`src/rtl/perm_addr_pipe.sv`:
```
// perm_addr_pipe: two-stage pipelined address transform for a butterfly
// permutation network of SLICES = 2**LOG2SLICES lanes.
// Each lane address is XORed with, or rotate-added to, a configured offset.
// The block produces the per-stage switch selects, the transformed
// destinations and a flag that marks beats whose destinations collide.
//
// Handshake (both ends): a beat moves on a rising clk edge where
// valid & ready are both high. The producer holds valid and data until that
// edge. i_ready is derived only from o_ready and the internal valid bits,
// never from i_valid. While o_valid & !o_ready, every output holds.
//
// Stage A holds the accepted lane addresses and the config they were accepted
// with, and forms the transformed destinations. Stage B registers the
// destinations, the switch selects and the conflict flag.
module perm_addr_pipe #(
  parameter int LOG2SLICES = 3,
  parameter int SLICES     = 2**LOG2SLICES
) (
  input  logic                         clk,
  input  logic                         reset,
  input  logic [SLICES*LOG2SLICES-1:0] i_addr,
  input  logic                         i_valid,
  output logic                         i_ready,
  input  logic                         cfg_we,
  input  logic [LOG2SLICES-1:0]        cfg_wdata,
  input  logic                         cfg_wmode,
  output logic [LOG2SLICES*SLICES-1:0] o_sel,
  output logic [SLICES*LOG2SLICES-1:0] o_dest,
  output logic                         o_err,
  output logic                         o_valid,
  input  logic                         o_ready
);

  localparam int L  = LOG2SLICES;
  localparam int AW = SLICES * LOG2SLICES;

  // Shadow config, written at any time
  logic [L-1:0]  r_shadow_cfg;
  logic          r_shadow_mode;

  // Stage A: beat contents plus the active config captured with it
  logic          r_va;
  logic [AW-1:0] r_a_addr;
  logic [L-1:0]  r_act_cfg;
  logic          r_act_mode;

  // Stage B: output registers
  logic          r_vb;
  logic [AW-1:0] r_b_dest;
  logic [AW-1:0] r_b_sel;
  logic          r_b_err;

  logic          w_b_adv;
  logic          w_a_adv;
  logic          w_accept;
  logic [L-1:0]  w_cfg_next;
  logic          w_mode_next;
  logic [AW-1:0] w_a_dest;
  logic [AW-1:0] w_sel;
  logic          w_err;

  // Stage advance: a stage moves when empty or when the next stage moves
  assign w_b_adv  = !r_vb | o_ready;
  assign w_a_adv  = !r_va | w_b_adv;
  assign i_ready  = w_a_adv;
  assign w_accept = i_valid & w_a_adv;

  // A write coincident with an accept must reach that same beat
  assign w_cfg_next  = cfg_we ? cfg_wdata : r_shadow_cfg;
  assign w_mode_next = cfg_we ? cfg_wmode : r_shadow_mode;

  // Shadow config register
  always_ff @(posedge clk) begin
    if (reset) begin
      r_shadow_cfg  <= '0;
      r_shadow_mode <= 1'b0;
    end else if (cfg_we) begin
      r_shadow_cfg  <= cfg_wdata;
      r_shadow_mode <= cfg_wmode;
    end
  end

  // Stage A: capture the beat and copy shadow config to active on accept
  always_ff @(posedge clk) begin
    if (reset) begin
      r_va       <= 1'b0;
      r_a_addr   <= '0;
      r_act_cfg  <= '0;
      r_act_mode <= 1'b0;
    end else if (w_a_adv) begin
      r_va <= w_accept;
      if (w_accept) begin
        r_a_addr   <= i_addr;
        r_act_cfg  <= w_cfg_next;
        r_act_mode <= w_mode_next;
      end
    end
  end

  // Per-lane transform: XOR, or add with the carry out of L bits dropped
  always_comb begin
    logic [L-1:0] lane_a;
    w_a_dest = '0;
    lane_a   = '0;
    for (int k = 0; k < SLICES; k++) begin
      lane_a = r_a_addr[k*L +: L];
      if (r_act_mode) w_a_dest[k*L +: L] = lane_a + r_act_cfg;
      else            w_a_dest[k*L +: L] = lane_a ^ r_act_cfg;
    end
  end

  // Switch selects (stage 0 uses the MSB) and pairwise duplicate detection
  always_comb begin
    w_sel = '0;
    w_err = 1'b0;
    for (int s = 0; s < L; s++) begin
      for (int k = 0; k < SLICES; k++) begin
        w_sel[s*SLICES + k] = w_a_dest[k*L + (L-1-s)];
      end
    end
    for (int j = 0; j < SLICES; j++) begin
      for (int k = j + 1; k < SLICES; k++) begin
        if (w_a_dest[j*L +: L] == w_a_dest[k*L +: L]) w_err = 1'b1;
      end
    end
  end

  // Stage B: load when free; hold everything while downstream stalls
  always_ff @(posedge clk) begin
    if (reset) begin
      r_vb     <= 1'b0;
      r_b_dest <= '0;
      r_b_sel  <= '0;
      r_b_err  <= 1'b0;
    end else if (w_b_adv) begin
      r_vb <= r_va;
      if (r_va) begin
        r_b_dest <= w_a_dest;
        r_b_sel  <= w_sel;
        r_b_err  <= w_err;
      end
    end
  end

  assign o_valid = r_vb;
  assign o_dest  = r_b_dest;
  assign o_sel   = r_b_sel;
  assign o_err   = r_b_err;

endmodule

```
`config.mk`:
```
export PLATFORM = sky130hd
export DESIGN_NAME = perm_addr_pipe
export DESIGN_NICKNAME = d
export VERILOG_FILES = /design/src/rtl/perm_addr_pipe.sv
export SDC_FILE = /design/constraint.sdc
export NUM_CORES = 1
export LEC_CHECK = 0
export ABC_AREA = 0
export BUFFER_PORTS_ARGS = -buffer_cell sky130_fd_sc_hd__buf_2
export CAP_MARGIN = 0
export CORE_MARGIN = 3
export CORE_UTILIZATION = 49
export DETAILED_ROUTE_END_ITERATION = 10
export MAX_ROUTING_LAYER = met4
export PLACE_DENSITY = 0.77
export SYNTH_ARGS = -nofsm -noshare
export SYNTH_HDL_FRONTEND = slang
export SYNTH_SLANG_ARGS = --single-unit
```
`constraint.sdc`:
```
create_clock -name clk -period 2.9 [get_ports clk]
set_input_delay 0.725 -clock clk [delete_from_list [all_inputs] [get_ports clk]]
set_output_delay 0.725 -clock clk [all_outputs]
set_load 0.02 [all_outputs]
```
==> results of run 1 <==
power groups by stage:
stage	clock [mW]	sequential [mW]	combinational (mW)
floorplan	0	0.928	0.877
global placement	0	0.934	1.11
detailed placement	0	0.937	1.12
CTS	0.801	0.919	1.12
global route	0.836	0.926	1.23
finish	0.787	0.919	1.13
registers in the layout, indices dropped and copies added, names as in the netlist:
signal and count:
r_shadow_mode 1, r_a_addr 24, r_act_cfg 3, r_va 1, o_sel 1, o_valid 1, r_act_mode 1, o_err 1
r_shadow_cfg 3, o_dest 23
cells by family (layout without fill, tap and decap cells):
logic type,Yosys count,in the layout
mux,10,10
fa+ha+maj,24,24
compound gates,90,90
simple gates,176,176
flops,59,59
buf+inv,113,131
xor+xnor,176,176
routing by layer:
| layer | vias to the layer above | wire [um] | global-route usage [%] |
|---|---|---|---|
| met2 | 125 | 6440 | 39.2 |
| met1 | 1920 | 5930 | 31.7 |
| met4 | 0 | 257 | 9.20 |
| met5 | - | 0 | - |
| li1 | 2058 | - | - |
| met3 | 17 | 912 | 4.78 |
path summary, 6_finish.rpt:
check                    start      endpoint  slack (ns)  cells after the start
setup / recovery  r_act_cfg[0]         o_err        0.19                      8
hold / removal    r_a_addr[12]  r_a_addr[12]        0.46                      2
setup reg to reg  r_act_cfg[0]         o_err        0.19                      8
hold reg to reg   r_a_addr[12]  r_a_addr[12]        0.46                      2
repair_timing:
item	4_1_cts	5_1_grt
resized for setup	0	3
endpoints found under the setup margin	0	1
buffers inserted	0	0
placed cells by master, fill, tap and decap left out, drive strengths merged, types with 3 or more instances in the layout:
cell	count
a32oi	4
clkbuf	12
nand3	6
buf	100
fa	8
o211ai	3
xor2	52
dfxtp	59
mux2i	10
o2111ai	13
a211oi	14
a2111oi	5
xnor2	124
nand2	115
nor4	3
a21oi	47
inv	17
nor2b	8
ha	16
nor2	42
critical path, delay by kind of cell (launching register included):
kind                       cells  cell delay [ns]
adders and majority gates      2             1.05
and+or+nand+nor                2             0.51
AOI/OAI and AO/OA              3             0.45
DFF                            1             0.38
xor gates and xnor gates       1             0.19
area by class of cell:
cell class / count / share of cell area (%)
Clock buffer: 12 / 2.99
Clock inverter: 2 / 0.633
Inverter: 17 / 1.15
Tap cell: 133 / 3.01
Sequential cell: 59 / 21.4
Multi-Input combinational cell: 476 / 60.8
Timing Repair Buffer: 100 / 10.0
metrics by stage:
stage               hold slack (ns)  setup slack, ns  util [%]  cells  instance area, sq um
floorplan                     0.441            0.397         -    648                  5130
global placement              0.452            0.128      53.3    785                  5330
detailed placement            0.453            0.102      53.3    785                  5330
CTS                           0.464            0.103      55.3    799                  5530
global route                  0.492           0.0780      55.3    799                  5530
finish                        0.463            0.186      55.3    799                  5530
==> flow_summary.json, run 1 <==
{
  "insertion_delay_ns": 0.35,
  "period_share_pct": 93.6,
  "power_frac_seq_pct": 32.4,
  "via_per_inst": 5.16,
  "p_leak_nw": 2.17,
  "syn_nets": 705,
  "clk_pin_slew_ns": 0.07,
  "cts_sinks": 59,
  "fillers": 961,
  "arrival_ns": 2.94,
  "holdCritPathClass": "flip-flop to flip-flop",
  "fin_setup_tns_ns": 0,
  "synth_common_cells": "123 x xnor2_1, 115 x nand2_1, 59 x dfxtp_1",
  "drive_gt1_share_pct": 18.5,
  "fin_crit_ns": 2.71,
  "p_total_mw": 2.83,
  "syn_inst": 648,
  "drt_pre_antenna_iters": 5,
  "ys_ff_latch": 59,
  "end_kind": "flip-flop",
  "regArea_sq_mm": 0.00118,
  "cp.required_ns": 3.12,
  "cts_made_buffers": 9,
  "drc": 0,
  "holdBufCountCts": 0,
  "grt-ovfl-total": 0,
  "power.density_mw_per_mm2": 513,
  "seq_area_frac_synth_pct": 23.0,
  "synth_area_leaders": "dfxtp_1 23%, xnor2_1 21%, xor2_1 8.7%",
  "core_sq_mm": 0.0100,
  "status": "complete, no violations",
  "synth.avg_cell_area_sq_um": 7.92,
  "drv_cap": 0,
  "grt_antenna_before_repair": 0,
  "synth-xor-area-share_pct": 30.8,
  "grt_use_total_pct": 24.8,
  "diodes": 0,
  "swShare_pct": 36.6,
  "synthArstFlopShare_pct": 0,
  "path_cells": "ha_1 > fa_1 > xor2_1 > a21oi_1 > a32oi_1 > nand3_1 > nor4_1 > a31oi_1",
  "rsz0062_at_grt": "false",
  "layout-area-overhead-vs-synth_pct": 7.75,
  "max_stage_delay_ns": 0.84,
  "grt_max_degree": 77,
  "synth_top_family_by_area": "XOR/XNOR gates",
  "p_sw_mw": 1.04,
  "num_vias": 4120,
  "fin_nets": 720,
  "cts_max_path_buffers": 2,
  "synth_compound_area_share_pct": 11.8,
  "yosysTopAreaCell": "dfxtp_1",
  "muxShareOfSynthArea_pct": 1.95,
  "ctsHtreeMaxLevel": 3,
  "synth_most_common_cell": "xnor2_1",
  "portBuffers": 83,
  "drt_iter0_drc": 215,
  "synth_top_area_share_pct": 23.0,
  "clkPwrFrac_pct": 27.8,
  "final_antenna_net_count": 0,
  "fp.dieH_um": 108,
  "maxSlewViolCount": 0,
  "critPathMaxFanout": 9,
  "grt_pass1_vias": 3982,
  "cts_root_buffer": "clkbuf_8",
  "cp-start-kind": "flip-flop",
  "intPower_mw": 1.80,
  "synthSimpleGateAreaFrac_pct": 13.8,
  "grt_pass1_wl_mm": 21.3,
  "cts_tree": "built",
  "p_comb_share_pct": 39.8,
  "ir_worst_vdd_mv": 0.502,
  "synth_fa_ha_area_share_pct": 7.02,
  "max_slew_margin_pct": 46.6,
  "yosys_warnings": 0,
  "dp_hpwl_mm": 9.96,
  "clock.fmax_mhz": 369,
  "tightestPinTransition_ns": 0.799,
  "synth_edf_count": 0,
  "routabilityCongestion": 0.969,
  "multi_input_area_sq_mm": 0.00336,
  "crit_slowest_cell": "fa_1",
  "crit_type": "flip-flop to flip-flop",
  "fin_skew_ns": 0.0102,
  "std_cell_rows": 36,
  "final-hold-violation-count": 0,
  "die-area_sq_mm": 0.0117,
  "ys.flop_type": "dfxtp_1",
  "totalWireLength_mm": 13.5,
  "setup_violations": 0,
  "ios": 84,
  "synth_cell_types": 36,
  "die_width_um": 108,
  "netlist_area_sq_mm": 0.00513,
  "wire_per_inst_um": 17.0,
  "start_util_pct": 51.3
}
Power figures use the tool's default switching activity.
==> run 2, diff against run 1 <==
--- a/config.mk
+++ b/config.mk
@@ -11,6 +11,7 @@
 export CORE_MARGIN = 3
 export CORE_UTILIZATION = 49
 export DETAILED_ROUTE_END_ITERATION = 10
+export GPL_TIMING_DRIVEN = 0
 export MAX_ROUTING_LAYER = met4
 export PLACE_DENSITY = 0.77
 export SYNTH_ARGS = -nofsm -noshare
==> flow_summary.json, run 2 (same netlist as run 1, synthesis figures left out) <==
{
  "ctsHtreeMaxLevel": 3,
  "grt_use_total_pct": 26.9,
  "fin_cells": 882,
  "final_antenna_net_count": 0,
  "ir_worst_vdd_mv": 0.363,
  "layout-area-overhead-vs-synth_pct": 16.0,
  "fin_nets": 800,
  "fin_crit_ns": 2.82,
  "drc": 0,
  "path_cells": "clkinvlp_4 > buf_4 > fa_1 > buf_2 > xnor2_1 > a211oi_1 > a32oi_1 > nand3_1 > nor4_2 > a31oi_1",
  "intPower_mw": 1.80,
  "grt_max_degree": 13,
  "hold_end": "o_dest[20]",
  "max_stage_delay_ns": 0.49,
  "holdBufCountCts": 0,
  "drv_cap": 0,
  "clkPwrFrac_pct": 27.7,
  "die-area_sq_mm": 0.0117,
  "p_comb_share_pct": 41.7,
  "grt-ovfl-total": 0,
  "start_util_pct": 51.3,
  "portBuffers": 81,
  "top_register": "r_a_addr",
  "grt_pass1_vias": 4355,
  "status": "complete, no violations",
  "worstHoldStart": "o_dest[20]",
  "routabilityCongestion": 0.953,
  "final_cell_mix": "123 x xnor2_1, 121 x buf_2, 115 x nand2_1, 57 x dfxtp_1, 50 x xor2_1",
  "finalCoreUtilization_pct": 59.5,
  "grt_antenna_before_repair": 1,
  "r2r_cells": 10,
  "holdPathStages": 2,
  "hold_slack_ns": 0.464,
  "dp_hpwl_mm": 11.0,
  "crit_type": "flip-flop to flip-flop",
  "wire_per_inst_um": 16.9,
  "ios": 84,
  "largest_reg_flops": 24,
  "cts_sinks": 59,
  "cts_max_path_buffers": 2,
  "wl_met3_mm": 1.04,
  "std_cell_rows": 36,
  "r2r-start": "r_act_cfg[1]",
  "power.density_mw_per_mm2": 490,
  "power_frac_seq_pct": 30.7,
  "critPathMaxFanout": 12,
  "fp.dieH_um": 108,
  "end_kind": "flip-flop",
  "cts_root_buffer": "clkbuf_8",
  "max_slew_margin_pct": 46.1,
  "multi_input_area_sq_mm": 0.00336,
  "p_leak_nw": 2.47,
  "layout_commonest_cell": "xnor2_1",
  "crit_slowest_cell": "fa_1",
  "met1_length_mm": 6.77,
  "tightestPinTransition_ns": 0.809,
  "swShare_pct": 38.2,
  "holdCritPathClass": "flip-flop to flip-flop",
  "cts_tree": "built",
  "timing.rr.end": "o_err",
  "drive_gt1_share_pct": 24.2,
  "num_vias": 4553,
  "grt_pass1_wl_mm": 23.3,
  "regArea_sq_mm": 0.00119,
  "clk_pin_slew_ns": 0.07,
  "p_total_mw": 2.92,
  "routed.top_layer": "met4",
  "arrival_ns": 3.04,
  "die_width_um": 108,
  "setup_violations": 0,
  "fin_skew_ns": 0.00999,
  "core_sq_mm": 0.0100,
  "fillers": 949,
  "wl_met2_mm": 6.72,
  "r2r_setup_slack_ns": 0.08,
  "cp.required_ns": 3.12,
  "insertion_delay_ns": 0.35,
  "period_share_pct": 97.2,
  "cp-start-kind": "flip-flop",
  "maxSlewViolCount": 0,
  "drt_iter0_drc": 297,
  "clock.fmax_mhz": 355,
  "fin_setup_tns_ns": 0,
  "cts_made_buffers": 9,
  "dp_cells": 862,
  "final-hold-violation-count": 0,
  "drt_pre_antenna_iters": 5,
  "totalWireLength_mm": 14.9,
  "p_sw_mw": 1.11,
  "via_per_inst": 5.16
}
==> run 2: cell types whose count changed in the layout (fill, tap and decap cells not counted), sizes merged <==
cell / change
clkbuf: +26
clkinvlp: +1
inv: -1
buf: +54
diode: +1
clkinv: +2
==> run 2: cell type report <==
cell class                      count  share of cell area, %
Antenna cell                        1                 0.0420
Timing Repair Buffer               84                   7.19
Sequential cell                    59                   19.9
Buffer                             96                   8.96
Clock inverter                      4                  0.820
Multi-Input combinational cell    476                   56.5
Clock buffer                       12                   2.61
Tap cell                          133                   2.80
Inverter                           17                   1.14
==> run 2: timing repair <==
action | 4_1_cts | 5_1_grt
gates resized for setup | 1 | 5
hold endpoints to repair | 0 | 0
setup endpoints to repair | 1 | 1
setup buffers | 0 | 3
==> run 2: worst max path at each step <==
stage                             from     to  slack [ns]  cells past startpoint
after floorplan           r_act_cfg[1]  o_err        0.40                      9
after global placement    r_act_cfg[1]  o_err       -0.19                      9
after detailed placement  r_act_cfg[1]  o_err       -0.23                      9
after CTS                 r_act_cfg[1]  o_err        0.03                      9
after global routing      r_act_cfg[1]  o_err       -0.02                     11
final                     r_act_cfg[1]  o_err        0.08                     10
==> run 2: layer usage <==
layer | global-route usage (%) | vias up
met5 | - | -
met4 | 11.5 | 0
met3 | 5.25 | 30
met2 | 40.9 | 173
met1 | 35.0 | 2133
li1 | - | 2217
==> run 2: stage by stage <==
step / setup WS (ns) / area (sq um)
after floorplan: 0.397 / 5130
after global placement: -0.189 / 5700
after detailed placement: -0.229 / 5700
after CTS: 0.0290 / 5910
after global routing: -0.0240 / 5950
final: 0.0803 / 5950
==> run 2: worst max-delay path: cells and delay by family, from the launching register on <==
| kind | cells | cell delay, ns |
|---|---|---|
| buffers and inverters | 3 | 0.68 |
| AO/OA/AOI/OAI | 3 | 0.40 |
| XOR/XNOR | 1 | 0.17 |
| flip-flops | 1 | 0.47 |
| adder cells (fa/ha/maj) | 1 | 0.49 |
| AND/OR/NAND/NOR | 2 | 0.47 |
==> run 2: power groups by stage <==
stage               clock network, mW  registers [mW]  logic (mW)
global route                    0.849           0.900        1.31
detailed placement                  0           0.911        1.18
floorplan                           0           0.928       0.877
global placement                    0           0.908        1.16
finish                          0.806           0.894        1.22
CTS                             0.814           0.893        1.19
==> run 3, diff against run 2 <==
--- a/config.mk
+++ b/config.mk
@@ -13,7 +13,8 @@
 export DETAILED_ROUTE_END_ITERATION = 10
 export GPL_TIMING_DRIVEN = 0
 export MAX_ROUTING_LAYER = met4
-export PLACE_DENSITY = 0.77
+export PLACE_DENSITY = 0.76
+export SETUP_SLACK_MARGIN = 0.4
 export SYNTH_ARGS = -nofsm -noshare
 export SYNTH_HDL_FRONTEND = slang
 export SYNTH_SLANG_ARGS = --single-unit
==> flow_summary.json, run 3 (same netlist as run 1, synthesis figures left out) <==
{
  "cts_max_path_buffers": 2,
  "grt_pass1_wl_mm": 23.4,
  "grt_use_total_pct": 27.0,
  "worstHoldStart": "r_a_addr[9]",
  "drc": 0,
  "drt_pre_antenna_iters": 5,
  "clk_pin_slew_ns": 0.06,
  "portBuffers": 81,
  "r2r-start": "r_act_cfg[0]",
  "tightestPinTransition_ns": 0.778,
  "die-area_sq_mm": 0.0117,
  "insertion_delay_ns": 0.35,
  "p_leak_nw": 2.62,
  "clock.fmax_mhz": 400,
  "wire_per_inst_um": 16.8,
  "grt-ovfl-total": 0,
  "drv_cap": 0,
  "grt_pass1_vias": 4514,
  "layout-area-overhead-vs-synth_pct": 22.7,
  "max_stage_delay_ns": 0.62,
  "final_antenna_net_count": 0,
  "largest_reg_flops": 24,
  "final-hold-violation-count": 0,
  "num_vias": 4650,
  "status": "complete, no violations",
  "ios": 84,
  "fin_skew_ns": 0.00865,
  "arrival_ns": 2.77,
  "fp.dieH_um": 108,
  "rsz0062_at_grt": "true",
  "core_sq_mm": 0.0100,
  "crit_slowest_cell": "a2111oi_0",
  "placed_area_sq_mm": 0.00571,
  "die_width_um": 108,
  "cts_tree": "built",
  "fin_nets": 814,
  "holdCritPathClass": "flip-flop to flip-flop",
  "fin_setup_tns_ns": 0,
  "drt_iter0_drc": 339,
  "final_area_sq_mm": 0.00630,
  "totalWireLength_mm": 15.0,
  "ctsHtreeMaxLevel": 3,
  "period_share_pct": 86.1,
  "crit_start": "r_act_cfg[0]",
  "path_cells": "buf_12 > ha_4 > inv_2 > fa_2 > buf_8 > buf_12 > xnor2_1 > a2111oi_0 > nor4_2 > a31oi_1",
  "final_cell_mix": "119 x xnor2_1, 115 x nand2_1, 109 x buf_2, 57 x dfxtp_1, 48 x xor2_1",
  "cts_made_buffers": 9,
  "layout_commonest_cell": "xnor2_1",
  "power.density_mw_per_mm2": 478,
  "setup_violations": 0,
  "max_slew_margin_pct": 48.2,
  "ir_worst_vdd_mv": 0.357,
  "top_register": "r_a_addr",
  "routabilityCongestion": 0.974,
  "diodes": 0,
  "cts_sinks": 59,
  "dp_hpwl_mm": 11.0,
  "end_kind": "flip-flop",
  "cp.required_ns": 3.17,
  "fin_crit_ns": 2.50,
  "crit_type": "flip-flop to flip-flop",
  "cts_root_buffer": "clkbuf_8",
  "cp_common_cell": "buf_12",
  "maxSlewViolCount": 0,
  "start_util_pct": 51.3,
  "grt_max_degree": 11,
  "via_per_inst": 5.20,
  "critPathMaxFanout": 5,
  "std_cell_rows": 36,
  "grt_antenna_before_repair": 0,
  "drive_gt1_share_pct": 28.1,
  "cp-start-kind": "flip-flop"
}
run 3: changes by cell type in the layout (fill, tap and decap cells not counted), moves of 3 or more:
cell,delta
buf_12,+3
buf_2,-12
buf_4,+12
buf_6,+11
xnor2_1,-4
xnor2_2,+4
run 3: final cells by class:
class	count	area [sq um]
multi-input combinational	476	3490
timing repair buffer	98	578
clock inverter	2	35.0
sequential	59	1190
clock buffer	13	159
fill	895	3700
tap	133	166
inverter	17	67.6
buffer	96	611
run 3: final timing paths:
kind,endpoint,slack [ns],cells past startpoint
hold reg to reg,r_a_addr[9],0.47,2
setup / recovery,o_err,0.40,10
setup reg to reg,o_err,0.40,10
hold / removal,r_a_addr[9],0.47,2
run 3: per-stage QoR:
step	hold WS [ns]	std cells	utilization (%)	setup slack, ns	total power [mW]
2_1_floorplan	0.441	648	-	0.567	1.81
3_3_place_gp	0.454	862	57.1	0.0565	2.07
3_5_place_dp	0.458	862	57.1	0.0687	2.09
4_1_cts	0.469	880	59.6	0.413	2.88
5_1_grt	0.491	894	63.0	0.293	3.16
6_report	0.467	894	63.0	0.402	3.01
run 3: repair_timing:
item	CTS	global route
hold buffers	0	0
endpoints found under the setup margin	1	1
setup buffers	3	14
pin swaps	1	17
gates resized for setup	12	58
run 3: worst max-delay path: cells and delay by family (launching register included):
family	cells	cell delay, ns
flip-flops	1	0.36
buffers and inverters	4	0.47
adder cells (fa/ha/maj)	2	0.56
AO/OA/AOI/OAI	2	0.80
XOR/XNOR	1	0.11
AND/OR/NAND/NOR	1	0.13
run 3: per-layer routing:
metal	track usage [%]	vias up	routed length [um]
li1	-	2253	-
met1	33.6	2152	6290
met2	43.6	204	7260
met3	5.49	41	1040
met4	9.65	0	419
met5	-	-	0
run 3: where the power goes:
group          switching [mW]  internal (mW)
clock network           0.329          0.438
registers              0.0313          0.858
logic                   0.765          0.588
